<file path="config.mk">
export PLATFORM = sky130hd
export DESIGN_NAME = key_debounce
export DESIGN_NICKNAME = d
export VERILOG_FILES = /design/src/rtl/key_debounce.sv
export SDC_FILE = /design/constraint.sdc
export NUM_CORES = 1
export LEC_CHECK = 0
export ABC_AREA = 0
export ABC_CLOCK_PERIOD_IN_PS = 1950
export CAP_MARGIN = 20
export CORE_MARGIN = 2
export CORE_UTILIZATION = 50
export CTS_CLUSTER_SIZE = 8
export DETAILED_ROUTE_END_ITERATION = 12
export DONT_BUFFER_PORTS = 1
export PLACE_DENSITY = 0.68
export REMOVE_ABC_BUFFERS = 1
export SYNTH_ARGS = -nofsm -noshare
export SYNTH_HDL_FRONTEND = slang
export SYNTH_SLANG_ARGS = --single-unit
</file>
<file path="constraint.sdc">
create_clock -name in_clk -period 1.95 [get_ports in_clk]
set_clock_uncertainty 0.2 [all_clocks]
set_input_delay 0.2925 -clock in_clk [delete_from_list [all_inputs] [get_ports in_clk]]
set_output_delay 0.2925 -clock in_clk [all_outputs]
set_load 0.02 [all_outputs]
</file>
<file path="src/rtl/key_debounce.sv">
// key_debounce: per-key synchroniser, debounce and press/release/long-press pulse generation
module key_debounce #(
  parameter int N_KEYS      = 2,
  parameter bit ACTIVE_LOW  = 1'b1,
  parameter int DEB_CYCLES  = 50000,
  parameter int LONG_CYCLES = 50000000
) (
  input  logic              in_clk,
  input  logic              in_rst,
  input  logic [N_KEYS-1:0] in_key_raw,
  output logic [N_KEYS-1:0] o_key_level,
  output logic [N_KEYS-1:0] o_key_press,
  output logic [N_KEYS-1:0] o_key_release,
  output logic [N_KEYS-1:0] o_key_long
);
  localparam int DW = $clog2(DEB_CYCLES);
  localparam int HW = $clog2(LONG_CYCLES);
  localparam logic [DW-1:0] DEB_LAST  = DW'(DEB_CYCLES - 1);
  localparam logic [HW-1:0] LONG_LAST = HW'(LONG_CYCLES - 1);
  typedef enum logic [1:0] {RELEASED, PRESSED, LONG_HELD} state_t;
  genvar i;
  for (i = 0; i < N_KEYS; i++) begin : g_key
    logic s1, s2, k, accept, level, press, release_p, lng;
    logic [DW-1:0] cnt;
    logic [HW-1:0] hold;
    state_t state;
    assign k      = s2 ^ ACTIVE_LOW;
    assign accept = (k != level) && (cnt == DEB_LAST);
    assign o_key_level[i]   = level;
    assign o_key_press[i]   = press;
    assign o_key_release[i] = release_p;
    assign o_key_long[i]    = lng;
    always_ff @(posedge in_clk) begin
      if (in_rst) begin
        s1        <= ACTIVE_LOW;
        s2        <= ACTIVE_LOW;
        cnt       <= '0;
        hold      <= '0;
        state     <= RELEASED;
        level     <= 1'b0;
        press     <= 1'b0;
        release_p <= 1'b0;
        lng       <= 1'b0;
      end else begin
        s1        <= in_key_raw[i];
        s2        <= s1;
        cnt       <= (k == level || accept) ? '0 : cnt + 1'b1;
        level     <= accept ? k : level;
        press     <= accept & k;
        release_p <= accept & ~k;
        lng       <= (state == PRESSED) && (hold == LONG_LAST) && !(accept && !k);
        if (accept && !k) begin
          state <= RELEASED;
          hold  <= '0;
        end else if (state == RELEASED && accept) begin
          state <= PRESSED;
          hold  <= '0;
        end else if (state == PRESSED && hold == LONG_LAST) begin
          state <= LONG_HELD;
        end else if (state == PRESSED) begin
          hold <= hold + 1'b1;
        end
      end
    end
  end
endmodule

</file>
==> run metrics, run 1 <==
Vias=3773; dominant cells by area after synthesis=dfxtp_1, nor2_1, xor2_1, xnor2_1, nand3_1; Worst Max-Slew Pin Slew=0.624 ns; Switching Share=20.5%; hold_sp=in_rst; core area=8810 µm²; Netlist cell types=52; Worst EP arrival=2.06 ns; Final Max Slew Viols=0; Post-DRT Antenna Nets=0; GR peak layer=met2; Die Span Y=99.7 µm; Worst setup EP type=register; CTS tree=done; DR DRC count=0; drt via density=5.57; Max-cap violations=0; initial antenna violation count=0; Pre-Repair DR Iteration Count=4; ys flop type=dfxtp_1; DRT iter0 DRCs=132; area grow syn2layout=16.2%; die area=9940 µm²; Setup WS pre-CTS=-0.00972 ns; number of I/O port buffers=0; n_diodes=0; Worst Setup SP=g_key[1].hold[0]$_SDFFE_PP0P_; Tightest Hold Check Type=in2reg; Fin. Hold Viols=0; GR met2 Demand/Resource=33.1%; Mapped Cells=526; register area share after synthesis=43.7%; Crit Path Max Fanout=5; vias in the first global route=3582; Final Util=60.4%; part of the power in registers=56.9%; All-Layer GR Usage=19.5%; Max Clk Rate=0.510 GHz; Setup TNS Final=-0.0119 ns; H-tree depth=3; Ports=12; fraction of registers with async set/reset=0%; Netlist Area Pre-Place=4580 µm²; grt ovf=0; fin nets=572; placer congestion estimate=0.890; Chip Width=99.7 µm; met3 GRT Util=5.13%; DP Area=4900 µm²; Rel. slew slack=58.3%; Critical Path RT=2.05 ns; yosys warns=0; Sw Pwr=737 µW; row cnt=34; Avg Cell Area, Syn=8.70 µm²; final setup vio count=1; startpoint types=register; FF-to-FF Start=g_key[1].hold[0]$_SDFFE_PP0P_; peak supply drop=0.000398 V; final wirelength=9200 µm; Sink Count=100; RSZ-0062 raised after global routing=yes; Comb power frac=1.6%; post-route setup slack=-0.0119 ns; synthesis-stage register bit count=100; clock power share=41.5%; design area=5320 µm²; Pint=2.86 mW; Clock Pin Slew Worst Setup and Hold Paths=0.10 ns; Clock Tree Buf Depth=2; Final HPWL DP=6300 µm; leakage=1.83 nW; fin crit share=101%; Initial Util=52.0%; status=finished with violations; layout cell share with drive strength beyond 1=20.0%; Global Route met1 Usage=24.6%; largest net degree at the start of global routing=28; critical path type=reg2reg; Post-synth EDFFs=0; post-DR wirelength/cell=13.6 µm; Synth top area share=43.7%; failing checks=setup timing; cell taking the most area after synthesis=dfxtp_1; P per Cell Area=677 nW/µm²; clock buffer count from CTS=9; Clk Tree Root Cell=clkbuf_8; min cycle time layout=1.96 ns; first-pass GRT wire length=16000 µm; hold_ws=0.107 ns; clock latency on the worst-skew pair=0.36 ns
==> timing repair <==
item / 4_1_cts / 5_1_grt
buffers inserted: 0 / 4
endpoints found under the hold margin: 17 / 0
endpoints found under the setup margin: 5 / 64
cloned: 0 / 1
hold buffers: 3 / 0
gates resized for setup: 3 / 35
pin swaps: 1 / 8
==> metrics by stage <==
step                      power (mW)  std cells
after floorplan                 2.12        503
after global placement          2.14        653
after detailed placement        2.14        653
after CTS                       3.64        672
after global routing            3.75        677
final                           3.60        677
==> final cells by class <==
cell class	count	area [µm²]
fillers	762	3490
multi-input cells	391	2470
flip-flops and latches	100	2020
repair buffers	50	409
clock buffers	11	151
well taps	108	135
clock inverters	5	81.3
inverters	12	45.0
==> routing by layer <==
metal / share of wire (%) / wire length, µm / vias up
li1: - / - / 1911
met1: 47 / 4330 / 1799
met2: 49 / 4490 / 56
met3: 3.3 / 301 / 7
met4: 0.89 / 82 / 0
met5: 0 / 0 / -
==> placed cells by master (no fill, tap or decap), types with 8 or more instances in the layout <==
| cell | n |
|---|---|
| xnor2_1 | 27 |
| nand3_1 | 32 |
| and3_1 | 16 |
| or2_2 | 8 |
| a21oi_1 | 24 |
| nand4_1 | 21 |
| or3_1 | 14 |
| o21ai_0 | 15 |
| xor2_1 | 31 |
| nand2_1 | 28 |
| buf_4 | 43 |
| inv_1 | 12 |
| dfxtp_2 | 13 |
| nor2_1 | 85 |
| nor3_1 | 12 |
| clkbuf_8 | 11 |
| dfxtp_1 | 86 |
==> cells by family after synthesis <==
logic type	share of synthesized area [%]
adders and majority gates	1.09
muxes	0.219
DFF	43.7
AOI/OAI and AO/OA	7.76
and+or+nand+nor	31.8
buffers and inverters	4.26
xor gates and xnor gates	11.1
==> state kept, by name, summed over array words and instances, names as in the netlist <==
signal / count
g_key.press: 2
g_key.s1: 2
g_key.cnt: 32
g_key.release_p: 2
g_key.hold: 52
g_key.s2: 2
g_key.state: 4
g_key.level: 2
g_key.lng: 2
==> cells in the mapped netlist (4+ instances only) <==
cell / count
a211oi_1: 4
nor3_1: 17
and3_1: 16
buf_4: 9
inv_1: 12
nor2_1: 85
o21ai_0: 16
clkbuf_1: 5
nor4b_1: 5
or2_2: 9
o31ai_1: 4
dfxtp_1: 100
nand3_1: 32
nor4_1: 7
nand2_1: 29
or3_1: 15
buf_2: 6
xnor2_1: 27
xor2_1: 31
nand4_1: 21
ha_1: 4
a21oi_1: 26
and4_1: 4
==> path summary, 6_finish.rpt <==
path	endpoint	slack [ns]	cells after the start
max	g_key[1].hold[14]$_SDFFE_PP0P_	-0.01	5
min	g_key[0].hold[9]$_SDFFE_PP0P_	0.11	3
max reg2reg	g_key[1].hold[14]$_SDFFE_PP0P_	-0.01	5
min reg2reg	g_key[1].s2$_SDFF_PP1_	0.22	1
==> power by group through the flow <==
stage	Sequential [mW]	Combinational (mW)	Clock [mW]
floorplan	2.10	0.0240	0
global placement	2.10	0.0463	0
detailed placement	2.10	0.0466	0
CTS	2.05	0.0569	1.54
global route	2.05	0.0633	1.64
finish	2.05	0.0577	1.49
==> worst max-delay path: stages, from the launching register on <==
cell and delay, ns:
dfxtp_2 0.36, ha_4 0.15, nand2_4 0.05, or4_4 0.57
or4_4 0.44, a21oi_2 0.14
Power figures use the tool's default switching activity.
==> run 2: changes to the inputs <==
--- a/config.mk
+++ b/config.mk
@@ -5,15 +5,13 @@
 export SDC_FILE = /design/constraint.sdc
 export NUM_CORES = 1
 export LEC_CHECK = 0
-export ABC_AREA = 0
-export ABC_CLOCK_PERIOD_IN_PS = 1950
+export ABC_CLOCK_PERIOD_IN_PS = 2100
 export CAP_MARGIN = 20
 export CORE_MARGIN = 2
 export CORE_UTILIZATION = 50
 export CTS_CLUSTER_SIZE = 8
 export DETAILED_ROUTE_END_ITERATION = 12
 export DONT_BUFFER_PORTS = 1
-export PLACE_DENSITY = 0.68
 export REMOVE_ABC_BUFFERS = 1
 export SYNTH_ARGS = -nofsm -noshare
 export SYNTH_HDL_FRONTEND = slang
==> constraint.sdc (replaced) <==
create_clock -name in_clk -period 2.1 [get_ports in_clk]
set_clock_uncertainty 0.2 [all_clocks]
set_input_delay 0.315 -clock in_clk [delete_from_list [all_inputs] [get_ports in_clk]]
set_output_delay 0.315 -clock in_clk [all_outputs]
set_load 0.02 [all_outputs]
==> run 2 against run 1 <==
The flow now finishes without violations. Worst hold slack better by 0.037 ns. Cell count down 3.7%. Power down 15%. Via count down 6.7%. Critical path depth down 1. Register-to-register slack better by 0.11 ns. Fmax down 1.9%. Design area down 6.2%. Global-route usage down 1.2 points. Largest cell class unchanged. Largest power group unchanged.
==> run metrics, run 2 (synthesis gave the netlist of run 1 again) <==
largest net degree at the start of global routing=28 (unchanged); Worst EP arrival=2.09 ns (+0.03 ns); startpoint types=register; leakage=1.65 nW (-9.4%); clock latency on the worst-skew pair=0.35 ns (about the same); critical path type=reg2reg; Ports=12 (unchanged); n_diodes=0 (unchanged); first-pass GRT wire length=15100 µm (-5.5%); grt ovf=0 (unchanged); part of the power in registers=62.0% (+5.1 points); Hold Path Cell Cnt=2 (-1); Comb power frac=1.5% (about the same); Seq. cell area=2010 µm² (-0.80%); Sink Count=100 (unchanged); layout cell share with drive strength beyond 1=11.9% (-8.1 points); fillcell total=823 (+8.0%); CTS tree=done; Clk Tree Root Cell=clkbuf_8; drt via density=5.40 (-3.1%); Chip Width=99.7 µm (unchanged); Clock Tree Buf Depth=2 (unchanged); Setup Fix Bufs, Post-CTS=0 (unchanged); P per Cell Area=615 nW/µm² (-9.1%); Worst Max-Slew Pin Slew=0.580 ns (-0.0441 ns); Sw Pwr=659 µW (-11%); Pint=2.41 mW (-16%); Critical Path RT=2.19 ns (+0.14 ns); hold_sp=in_rst; Post-DRT Antenna Nets=0 (unchanged); clock buffer count from CTS=9 (unchanged); most frequent cells in the layout=dfxtp_1, nor2_1, nand3_1, xor2_1, nand2_1; Switching Share=21.5% (+1.0 points); Final Max Slew Viols=0 (unchanged); Die Span Y=99.7 µm (unchanged); clock power share=36.5% (-5.0 points); area of the multi-input gates=2400 µm² (-3.1%); Setup TNS Final=0 ns (+0.0119 ns); Worst Setup SP=g_key[1].hold[11]$_SDFFE_PP0P_; Max-cap violations=0 (unchanged); final setup vio count=0 (-1); initial antenna violation count=0 (unchanged); Rel. slew slack=61.2% (+3.0 points); status=finished, final reports clean; fin nets=548 (-4.2%); Reg with most FFs=g_key.hold; Final Util=56.6% (-3.8 points); R2R depth=4 (-1); core area=8810 µm² (unchanged); post-DR wirelength/cell=13.0 µm (-4.6%); most common cell after layout, fill and taps aside=dfxtp_1; placer congestion estimate=0.762 (-14%); Initial Util=52.0% (unchanged); DR DRC count=0 (unchanged); DRT iter0 DRCs=118 (-11%); peak supply drop=0.000357 V (-10%); Crit Path Max Fanout=6 (+1); vias in the first global route=3336 (-6.9%); RSZ-0062 raised after global routing=no; Final HPWL DP=5820 µm (-7.6%); number of I/O port buffers=0 (unchanged); Tightest Hold Check Type=in2reg; H-tree depth=3 (unchanged); row cnt=34 (unchanged); area grow syn2layout=8.94%; min cycle time layout=2.00 ns (+0.0384 ns); biggest regs=g_key.hold x52, g_key.cnt x32, g_key.state x4; Clock Pin Slew Worst Setup and Hold Paths=0.09 ns (about the same); die area=9940 µm² (unchanged); All-Layer GR Usage=18.3% (-1.2 points); Fin. Hold Viols=0 (unchanged); fin crit share=95.3% (-5.4 points); Worst setup EP type=register; Pre-Repair DR Iteration Count=4 (unchanged); Max Clk Rate=0.500 GHz (-1.9%); Largest register FFs=52 (unchanged); FF-to-FF Start=g_key[1].hold[11]$_SDFFE_PP0P_; final wirelength=8450 µm (-8.1%); Vias=3520 (-6.7%)
run 2: cell types whose count changed in the layout (fill, tap and decap cells not counted), moves of 4 or more:
| cell | change |
|---|---|
| buf_4 | -22 |
| dfxtp_1 | +11 |
| dfxtp_2 | -10 |
| nor3_1 | +4 |
| nor3_2 | -4 |
run 2: what timing repair did:
action | in CTS | in global routing
endpoints found under the setup margin | 0 | 28
hold buffers | 3 | 0
gates resized for setup | 0 | 8
endpoints found under the hold margin | 16 | 0
run 2: stage by stage:
| step | total power, mW | hold slack, ns | worst slack [ns] | instance area [µm²] | cells |
|---|---|---|---|---|---|
| floorplan | 1.97 | 0.187 | 0.119 | 4430 | 503 |
| global placement | 1.98 | 0.192 | 0.0855 | 4760 | 634 |
| detailed placement | 1.98 | 0.196 | 0.0746 | 4760 | 634 |
| CTS | 3.12 | 0.132 | 0.0350 | 4970 | 652 |
| global route | 3.21 | 0.148 | 0.0193 | 4990 | 652 |
| finish | 3.07 | 0.144 | 0.0997 | 4990 | 652 |
run 2: final timing paths:
kind	endpoint	slack (ns)
setup / recovery	g_key[1].hold[14]$_SDFFE_PP0P_	0.1
hold / removal	g_key[1].hold[14]$_SDFFE_PP0P_	0.14
setup reg to reg	g_key[1].hold[14]$_SDFFE_PP0P_	0.1
hold reg to reg	g_key[0].s2$_SDFF_PP1_	0.21
run 2: layout make-up:
cell class | instances | share of cell area [%]
multi-input cells | 391 | 48.1
flip-flops and latches | 100 | 40.2
repair buffers | 26 | 4.57
clock buffers | 12 | 3.11
well taps | 108 | 2.71
inverters | 12 | 0.903
clock inverters | 3 | 0.426
run 2: power by group through the flow:
stage | logic [mW] | clock network, mW | registers [mW]
floorplan | 0.0223 | 0 | 1.95
global placement | 0.0375 | 0 | 1.95
detailed placement | 0.0374 | 0 | 1.95
CTS | 0.0464 | 1.18 | 1.90
global route | 0.0515 | 1.26 | 1.90
finish | 0.0462 | 1.12 | 1.90
run 2: worst max-delay path, stage by stage (launching register included):
cell and delay, ns:
dfxtp_1 0.45, inv_1 0.15, or4_4 0.58, or4_4 0.43, a21oi_2 0.13
run 2: routing by layer:
metal  GRT usage (%)  wire (µm)  vias to the layer above
met5               0          0                        -
met3            5.27        253                        5
met2            28.6       3690                       35
met4            3.90         65                        0
met1            25.4       4450                     1618
li1                -          -                     1862
